File: config.mk
export PLATFORM = sky130hd
export DESIGN_NAME = signed_divider
export DESIGN_NICKNAME = d
export VERILOG_FILES = /design/src/rtl/signed_divider.sv
export SDC_FILE = /design/constraint.sdc
export NUM_CORES = 1
export LEC_CHECK = 0
export BUFFER_PORTS_ARGS = -buffer_cell sky130_fd_sc_hd__buf_2
export CORE_MARGIN = 5
export CORE_UTILIZATION = 40
export CTS_BUF_LIST = sky130_fd_sc_hd__clkbuf_8
export CTS_CLUSTER_DIAMETER = 40
export CTS_CLUSTER_SIZE = 28
export DETAILED_ROUTE_END_ITERATION = 10
export PLACE_DENSITY = 0.66
export SETUP_SLACK_MARGIN = 0.1
export SYNTH_ARGS = -nofsm -noshare
export SYNTH_HDL_FRONTEND = slang
export SYNTH_SLANG_ARGS = --single-unit
File: constraint.sdc
create_clock -name clk -period 2.01 [get_ports clk]
set_clock_uncertainty 0.1 [all_clocks]
set_input_delay 0.201 -clock clk [delete_from_list [all_inputs] [get_ports clk]]
set_output_delay 0.201 -clock clk [all_outputs]
set_load 0.05 [all_outputs]
File: src/rtl/signed_divider.sv
// Sequential signed divider: restoring division over magnitudes, start/done.
// Optional divide-by-zero flag output (dbz) enabled by DIV_ZERO_FLAG_EN.
module signed_divider #(
    parameter int M = 3,
    parameter int N = 2
) (
    input  logic           clk,
    input  logic           rst_n,
    input  logic           start,
    input  logic [M+N-1:0] P,
    input  logic [N-1:0]   B,
    output logic [M+N-1:0] Q,
    output logic [N-1:0]   R,
    output logic           busy,
    output logic           done,
    output logic           ovf
`ifdef DIV_ZERO_FLAG_EN
    ,
    output logic           dbz
`endif
);

    localparam int W  = M + N;
    localparam int CW = (W > 1) ? $clog2(W) : 1;

    typedef enum logic [1:0] {
        IDLE,
        DIV,
        FIX
    } state_t;

    state_t state, state_nx;

    // |P| and |B| carry one extra bit so the most negative inputs are exact
    logic [W:0]    pmag, pmag_nx;
    logic [N:0]    bmag, bmag_nx;
    logic [N:0]    rem, rem_nx;
    logic [W-1:0]  qmag, qmag_nx;
    logic [CW-1:0] cnt, cnt_nx;
    logic          sign_q, sign_q_nx;
    logic          sign_r, sign_r_nx;
    logic          bzero, bzero_nx;

    logic [W-1:0]  q_nx;
    logic [N-1:0]  r_nx;
    logic          busy_nx;
    logic          done_nx;
    logic          ovf_nx;

    logic [W:0]    pext, pabs;
    logic [N:0]    bext, babs;
    logic [N+1:0]  shifted, trial;
    logic          qbit;

    // sign-extend operands and take magnitudes in the widened form
    always_comb begin
        pext = {P[W-1], P};
        bext = {B[N-1], B};
        pabs = pext[W] ? -pext : pext;
        babs = bext[N] ? -bext : bext;
    end

    // one restoring step: bring in next dividend bit, trial-subtract |B|
    always_comb begin
        shifted = {rem, pmag[W-1]};
        trial   = shifted - {1'b0, bmag};
        qbit    = bzero | ~trial[N+1];
    end

    // next-state and datapath updates for IDLE/DIV/FIX
    always_comb begin
        state_nx  = state;
        pmag_nx   = pmag;
        bmag_nx   = bmag;
        rem_nx    = rem;
        qmag_nx   = qmag;
        cnt_nx    = cnt;
        sign_q_nx = sign_q;
        sign_r_nx = sign_r;
        bzero_nx  = bzero;
        q_nx      = Q;
        r_nx      = R;
        busy_nx   = busy;
        done_nx   = 1'b0;
        ovf_nx    = ovf;

        unique case (state)
            IDLE: begin
                // the done cycle sits in IDLE but must not accept a new job
                if (start && !done) begin
                    pmag_nx   = pabs;
                    bmag_nx   = babs;
                    rem_nx    = '0;
                    qmag_nx   = '0;
                    cnt_nx    = CW'(W - 1);
                    sign_q_nx = P[W-1] ^ B[N-1];
                    sign_r_nx = P[W-1];
                    bzero_nx  = (B == '0);
                    busy_nx   = 1'b1;
                    state_nx  = DIV;
                end
            end

            DIV: begin
                pmag_nx = pmag << 1;
                qmag_nx = {qmag[W-2:0], qbit};
                if (bzero) begin
                    rem_nx = '0;
                end else if (!trial[N+1]) begin
                    rem_nx = trial[N:0];
                end else begin
                    rem_nx = shifted[N:0];
                end
                cnt_nx = cnt - CW'(1);
                if (cnt == '0) begin
                    state_nx = FIX;
                end
            end

            FIX: begin
                q_nx = sign_q ? -qmag : qmag;
                if (bzero) begin
                    r_nx = '0;
                end else begin
                    r_nx = sign_r ? -rem[N-1:0] : rem[N-1:0];
                end
                // a positive quotient with the top bit set only arises
                // from the most negative dividend over -1
                ovf_nx   = ~bzero & ~sign_q & qmag[W-1];
                busy_nx  = 1'b0;
                done_nx  = 1'b1;
                state_nx = IDLE;
            end

            default: begin
                busy_nx  = 1'b0;
                state_nx = IDLE;
            end
        endcase
    end

    // state and datapath registers with synchronous active-low reset
    always_ff @(posedge clk) begin
        if (!rst_n) begin
            state  <= IDLE;
            pmag   <= '0;
            bmag   <= '0;
            rem    <= '0;
            qmag   <= '0;
            cnt    <= '0;
            sign_q <= 1'b0;
            sign_r <= 1'b0;
            bzero  <= 1'b0;
            Q      <= '0;
            R      <= '0;
            busy   <= 1'b0;
            done   <= 1'b0;
            ovf    <= 1'b0;
        end else begin
            state  <= state_nx;
            pmag   <= pmag_nx;
            bmag   <= bmag_nx;
            rem    <= rem_nx;
            qmag   <= qmag_nx;
            cnt    <= cnt_nx;
            sign_q <= sign_q_nx;
            sign_r <= sign_r_nx;
            bzero  <= bzero_nx;
            Q      <= q_nx;
            R      <= r_nx;
            busy   <= busy_nx;
            done   <= done_nx;
            ovf    <= ovf_nx;
        end
    end

`ifdef DIV_ZERO_FLAG_EN
    // divide-by-zero flag, published together with the result
    always_ff @(posedge clk) begin
        if (!rst_n) begin
            dbz <= 1'b0;
        end else if (state == FIX) begin
            dbz <= bzero;
        end
    end
`endif

endmodule

Word level (Yosys, flattened, before mapping)
Cells that the tools add are included.
W data, S select, Z words.
{"block": "word_totals", "ff_bits": 34, "elab_cells": 63, "inputBits": 10}
{"block": "op_classes", "eq_ne": 4, "n_reduce_logical": 10, "n_addsub": 6, "n_bitwise": 8, "n_mux": 21}
{"cell": "$mux W5", "count": 4}
{"cell": "$pmux W5 S2", "count": 2}
{"cell": "$mux W3", "count": 5}
{"cell": "$pmux W3 S2", "count": 2}
{"cell": "$neg A5 Y5", "count": 2}
{"cell": "$mux W2", "count": 4}
{"cell": "$reduce_and A2 Y1", "count": 4}
{"cell": "$logic_not A2 Y1", "count": 2}
{"cell": "$ne A2 B2 Y1 const B", "count": 2}
{"cell": "$not A1 Y1", "count": 4}
{"cell": "$pmux W2 S2", "count": 1}
{"cell": "$sub A4 B3 Y4", "count": 1}
{"cell": "$logic_not A3 Y1", "count": 1}
{"cell": "$neg A3 Y3", "count": 1}
{"cell": "$sub A3 B1 Y3 const B", "count": 1}
{"cell": "$and A1 B1 Y1", "count": 2}
{"cell": "$eq A2 B1 Y1 const B", "count": 1}
{"cell": "$eq A2 B2 Y1 const B", "count": 1}
{"cell": "$mux W1", "count": 2}
{"cell": "$neg A2 Y2", "count": 1}
{"cell": "$pmux W1 S2", "count": 1}
{"cell": "$reduce_bool A2 Y1", "count": 1}
{"cell": "$logic_and A1 B1 Y1", "count": 1}
{"cell": "$logic_not A1 Y1", "count": 1}
{"cell": "2 further kinds", "count": 2}

Depth between registers and ports, before layout
Gate-level depths: netlist of the first run.
{"block": "depth", "depth_word": 4, "ltp_mapped": 7}

Least setup slack after synthesis of the first run
Ideal clock, no wire load.
{"block": "synth_timing", "path_type": "reg-to-reg", "start": "reg bmag[1]", "end": "reg rem[2]", "setup_ns": 0.117, "stages_incl_launch_ff": 8, "synth_period_minus_slack_ns": 1.864, "n_path_buf": 0, "required_ns": 1.793, "arrival_ns": 1.646, "setup_slack_ns": 0.146, "path_cell_list": "dfxtp_1 > inv_1 > ha_1 > nand2_2 > o21ai_2 > xor2_2 > mux2_1 > a32o_1"}
{"block": "synth_via", "elab_chain_cells": 4}
{"element": "start, declared", "line": "36", "source": "logic [N:0] bmag, bmag_nx;"}
{"element": "start signal, assigned", "line": "162", "source": "bmag <= bmag_nx;"}
{"element": "$sub A4 B3 Y4", "line": "66", "source": "trial = shifted - {1'b0, bmag};"}
{"element": "$mux W3", "line": "109", "source": "end else if (!trial[N+1]) begin"}
{"element": "$mux W3", "line": "107", "source": "if (bzero) begin"}
{"element": "$pmux W3 S2", "line": "87", "source": "unique case (state)"}
{"element": "end signal, assigned", "line": "163", "source": "rem <= rem_nx;"}
{"element": "end, declared", "line": "37", "source": "logic [N:0] rem, rem_nx;"}
Every way passes these cells.
A chain may end at the register's enable or synchronous reset.

Final worst setup path of the first run
Same ends and word-level chain as after synthesis.

==> results.md, run 1 <==
- DRT Wirelength: 3130 µm
- Setup WS pre-CTS: 130 ps
- # DRC: 0
- Initial Util: 42.1%
- Stages on worst setup path: 7
- Worst setup path startpoint: bmag[1]$_SDFFE_PN0P_
- Die area: 5260 µm²
- Highest Clock Rate: 0.545 GHz
- Post-synthesis sequential area ratio: 43.5%
- Slew @ Worst Pin: 454 ps
- Vias: 1261
- Pins Over Slew Limit: 0
- RR Startpoint: bmag[1]$_SDFFE_PN0P_
- Hold Path Class: input pin to flip-flop
- Mapped Avg Cell Area: 8.70 µm²
- Vias in the first global route: 1078
- Yosys top cell area share: 43.5%
- CP delay by family, top: compound AO/OA/AOI/OAI gates
- Vias/cell: 5.00
- Arrival time worst endpoint: 1910 ps
- Final #Nets: 223
- Die width: 72.6 µm
- Clk sinks: 34
- WL/cell: 12.4 µm
- Worst setup path end: rem[2]$_SDFFE_PN0P_
- H-tree lvl count: 2
- Remaining global-route overflow: 0
- Worst setup margin: 174 ps
- Max Cap Viol: 0
- Die height: 72.6 µm
- DRT iter0 DRCs: 53
- Routability cong.: 0.761
- Worst r2r dst: rem[2]$_SDFFE_PN0P_
- R2R Setup Slk: 170 ps
- Minimum clock period: 1840 ps
- CTS tree: done
- Wire length on met3: 182 µm
- Critical Path RT: 2090 ps
- First-pass iteration count of the detailed router: 7
- Chain of cells forming the critical path: inv_1 > ha_1 > nand2_2 > o21ai_2 > xor2_2 > mux2_1 > a32o_1
- Post-Syn Area: 1570 µm²
- # rows: 22
- First-pass GRT wire length: 5110 µm
- Core footprint: 3720 µm²
- Final hold vios: 0
- Status: finished clean
- CTS Root Cell: clkbuf_8
- Largest net degree at the start of global routing: 18
- CP startpoint kind: flip-flop
- Worst path buffer plus inverter count: 1
- Syn. warnings: 0
- Synth Register Bits: 34
- Skew-Pair Late Insertion Delay: 280 ps
- Syn Inst Count: 180
- Max_slew headroom: 69.7%
- R2R depth: 7
- Total track usage: 12.5%
- Slowest-stage cell, CP: dfxtp_2
- Cts bufs inserted: 5
- FILL cells: 376
- Port bufs: 19
- Worst-path clk slew: 60 ps
- Number of diodes: 0
- VDD IR max: 0.344 mV
- CP Max Fanout: 3
- Dominant cells by area after synthesis: dfxtp_1, ha_1, nor2_1
- Post-DRT Antenna Nets: 0
- Crit path largest cell delay: 350 ps
- Total negative setup slack: 0 ps
- Pwr Density: 830 nW/µm²
- Crit end category: flip-flop
- Syn nets: 198
- Unique cell type count in the Yosys netlist: 34
- Syn-to-layout area delta: 17.1%
- CP Class: flip-flop to flip-flop
- DRT met1 WL: 1550 µm
- Yosys top cell by area: dfxtp_1
- Static leakage: 0.750 nW
- RSZ-0062 raised after global routing: no
- Final setup fails: 0
- Post-detail-place hpwl: 2260 µm
- CTS Hold Bufs: 0
- WL met2: 1360 µm
- Share of layout cells above drive strength 1: 20.1%
- Highest routed metal layer: met4
- Initial antenna violation count: 0
- I/O pin total: 20
- Max Root-Sink Buffers: 2
- Period utilization: 91.3%
cells in the mapped netlist:
master,count
a21oi_2,1
nand2_2,1
mux2i_1,3
o31ai_1,2
mux2_1,1
fa_1,1
buf_6,1
xor2_1,3
a221oi_2,1
buf_2,4
nor2b_1,2
nor3_1,9
xor2_2,1
a32o_1,3
a22oi_1,1
and3_1,1
o21ai_2,1
clkbuf_1,4
a211oi_1,5
a31oi_1,1
a222oi_1,4
ha_1,7
inv_1,13
or3_1,2
a21o_1,1
nand2b_1,4
nand3_1,5
dfxtp_1,34
o21ai_0,1
nand3b_1,1
xnor2_1,5
a21oi_1,15
nor2_1,23
nand2_1,19
how the worst min path moves through the flow:
stage	start	to	cells after the start
after floorplan	P[4]	sign_r$_SDFFE_PN0P_	2
after global placement	R[0]$_SDFFE_PN0P_	R[0]$_SDFFE_PN0P_	2
after detailed placement	R[0]$_SDFFE_PN0P_	R[0]$_SDFFE_PN0P_	2
after CTS	B[0]	bmag[0]$_SDFFE_PN0P_	3
after global routing	B[0]	bmag[0]$_SDFFE_PN0P_	3
final	B[0]	bmag[0]$_SDFFE_PN0P_	3
kinds of logic after synthesis:
| kind of cell | count (synthesis) | synth area share [%] |
|---|---|---|
| xor gates and xnor gates | 9 | 5.52 |
| DFF | 34 | 43.5 |
| adders and majority gates | 8 | 6.87 |
| muxes | 4 | 2.64 |
| buffers and inverters | 22 | 6.08 |
| AOI/OAI and AO/OA | 36 | 16.4 |
| and+or+nand+nor | 67 | 19.0 |
metal layers:
metal  up-vias  track usage, %
li1        666               -
met3         5            4.99
met4         0            4.30
met2        29            18.8
met5         -               0
met1       561            16.1
through the flow:
stage	utilization [%]	total power, mW	cells	cell area [µm²]	hold slack [ps]
global placement	46.7	1.04	246	1730	339
detailed placement	46.7	1.04	246	1730	348
finish	49.3	1.52	252	1830	88.4
global route	49.3	1.60	252	1830	93.5
floorplan	-	0.962	180	1570	237
CTS	48.9	1.54	252	1820	83.3
sequential cells by signal (all words and copies together) (netlist names):
| name | cells |
|---|---|
| rem | 3 |
| cnt | 3 |
| R | 2 |
| qmag | 5 |
| busy | 1 |
| sign_q | 1 |
| pmag | 5 |
| done | 1 |
| state | 2 |
| bmag | 3 |
| bzero | 1 |
| ovf | 1 |
| sign_r | 1 |
| Q | 5 |
worst register-to-register path: stages, from the launching register on:
cell and delay [ps]:
dfxtp_2 350, inv_1 50, ha_1 290, nand2_2 60
o21ai_2 150, xor2_2 180, mux2_1 340, a32o_1 210
power breakdown:
group          switching, mW  internal (mW)  leakage, nW
Combinational          0.168          0.117        0.429
Sequential            0.0308          0.713        0.277
Clock                  0.228          0.264       0.0431
Total                  0.427           1.09        0.750
layout by cell type (no fill, tap or decap), types with 3 or more instances in the layout:
master,instances
a21oi_1,15
buf_4,8
clkbuf_8,6
nand2b_1,4
mux2i_1,3
inv_1,13
nand2_1,19
nor3_1,9
a222oi_1,4
buf_2,19
ha_1,6
dfxtp_1,33
nor2_1,23
xnor2_1,5
a32o_1,3
a211oi_1,5
xor2_1,3
nand3_1,5
cell type report:
cell class	instances	area (µm²)	area share (%)
Tap cell	48	60.1	3.28
Inverter	13	48.8	2.66
Multi-Input combinational cell	124	805	43.9
Timing Repair Buffer	27	155	8.46
Clock buffer	6	82.6	4.51
Sequential cell	34	682	37.2
timing repair:
item / in CTS / in global routing
endpoints found under the hold margin: 0 / 0
setup buffers: 0 / 0
resized for setup: 0 / 3
endpoints found under the setup margin: 0 / 1
Power figures use the tool's default switching activity.
==> inputs of run 2 (changes only) <==
--- a/config.mk
+++ b/config.mk
@@ -12,7 +12,8 @@
 export CTS_CLUSTER_DIAMETER = 40
 export CTS_CLUSTER_SIZE = 28
 export DETAILED_ROUTE_END_ITERATION = 10
-export PLACE_DENSITY = 0.66
+export PLACE_DENSITY = 0.64
+export REMOVE_ABC_BUFFERS = 1
 export SETUP_SLACK_MARGIN = 0.1
 export SYNTH_ARGS = -nofsm -noshare
 export SYNTH_HDL_FRONTEND = slang
==> constraint.sdc (replaced) <==
create_clock -name clk -period 2.25 [get_ports clk]
set_clock_uncertainty 0.1 [all_clocks]
set_input_delay 0.225 -clock clk [delete_from_list [all_inputs] [get_ports clk]]
set_output_delay 0.225 -clock clk [all_outputs]
set_load 0.05 [all_outputs]
==> results.md, run 2 (synthesis gave the netlist of run 1 again) <==
- First-pass iteration count of the detailed router: 4
- Worst hold slack: 102 ps
- Crit end category: flip-flop
- Routability cong.: 0.816
- Vias/cell: 5.02
- WL met2: 1370 µm
- Skew-Pair Late Insertion Delay: 290 ps
- Total negative setup slack: 0 ps
- Post-route cell area: 1790 µm²
- Highest routed metal layer: met4
- Arrival time worst endpoint: 2060 ps
- CTS tree: done
- Max Cap Viol: 0
- Number of diodes: 0
- Most common cell after layout, fill and taps aside: dfxtp_1
- Final hold vios: 0
- Cts bufs inserted: 5
- First-pass GRT wire length: 5200 µm
- DRT Wirelength: 3070 µm
- Minimum clock period: 1980 ps
- # DRC: 0
- Setup WS pre-CTS: 276 ps
- Placed Area: 1700 µm²
- Wire length on met3: 184 µm
- Largest net degree at the start of global routing: 17
- Critical Path RT: 2330 ps
- I/O pin total: 20
- Initial Util: 42.1%
- Remaining global-route overflow: 0
- # rows: 22
- Hold Path Class: input pin to flip-flop
- VDD IR max: 0.254 mV
- Port bufs: 19
- WL/cell: 12.3 µm
- CTS Hold Bufs: 0
- Max_slew headroom: 64.0%
- Pwr Density: 759 nW/µm²
- CP Class: flip-flop to flip-flop
- Die width: 72.6 µm
- Worst setup margin: 271 ps
- Total track usage: 12.8%
- Initial antenna violation count: 0
- H-tree lvl count: 2
- Most frequent cells in the layout: dfxtp_1, nor2_1, nand2_1, buf_2, a21oi_1
- Postcts setup bufs: 0
- Vias in the first global route: 1159
- Status: finished clean
- CP startpoint kind: flip-flop
- Vias: 1250
- Clk sinks: 34
- DRT iter0 DRCs: 33
- Final setup fails: 0
- Max Root-Sink Buffers: 2
- Die height: 72.6 µm
- Share of layout cells above drive strength 1: 16.9%
- Static leakage: 0.734 nW
- Pins Over Slew Limit: 0
- Post-cts resize count: 0
- Final #Nets: 218
- Die area: 5260 µm²
- DRT met1 WL: 1480 µm
- Slew @ Worst Pin: 539 ps
- Core footprint: 3720 µm²
- Period utilization: 88.0%
- RSZ-0062 raised after global routing: no
- Syn-to-layout area delta: 14.2%
- Biggest regs: Q: 5 flops, pmag: 5 flops, qmag: 5 flops
- Worst-path clk slew: 70 ps
- Post-detail-place hpwl: 2230 µm
- Highest Clock Rate: 0.505 GHz
- CTS Root Cell: clkbuf_8
- Overall power: 1.36 mW
- Post-DRT Antenna Nets: 0
- CP Max Fanout: 4
==> run 2: worst paths after layout <==
kind,start,end,cells after the start,slack [ps]
worst max-delay path,bmag[1]$_SDFFE_PN0P_,rem[2]$_SDFFE_PN0P_,7,270
worst min-delay path,B[0],bmag[0]$_SDFFE_PN0P_,3,100
worst max register to register,bmag[1]$_SDFFE_PN0P_,rem[2]$_SDFFE_PN0P_,7,270
worst min register to register,R[0]$_SDFFE_PN0P_,R[0]$_SDFFE_PN0P_,2,350
==> run 2: final cells by class <==
cell class | count | area [µm²]
Multi-Input combinational cell | 124 | 790
Clock buffer | 6 | 82.6
Inverter | 13 | 48.8
Clock inverter | 2 | 8.76
Tap cell | 48 | 60.1
Timing Repair Buffer | 22 | 118
Sequential cell | 34 | 681
Fill cell | 371 | 1930
==> run 2: report_power, final <==
group,internal (mW),switching [mW],total (mW)
Combinational,0.0900,0.148,0.238
Clock,0.242,0.213,0.455
Sequential,0.637,0.0274,0.664
Total,0.969,0.388,1.36
==> run 2: per-stage QoR <==
stage | utilization (%) | cells
2_1_floorplan | - | 171
3_3_place_gp | 45.7 | 241
3_5_place_dp | 45.7 | 241
4_1_cts | 48.1 | 249
5_1_grt | 48.1 | 249
6_report | 48.1 | 249
==> run 2: worst max-delay path: stages, from the launching register on <==
cell and delay [ps]:
dfxtp_1 370, inv_1 60, ha_1 280, nand2_2 50, o21ai_2 160, xor2_2 280, mux2_1 360, a32o_1 210
==> run 2: metal layers <==
layer / vias to the layer above / GRT usage [%]
met3: 4 / 4.85
met1: 563 / 16.3
li1: 658 / -
met4: 0 / 4.92
met5: - / 0
met2: 25 / 19.5
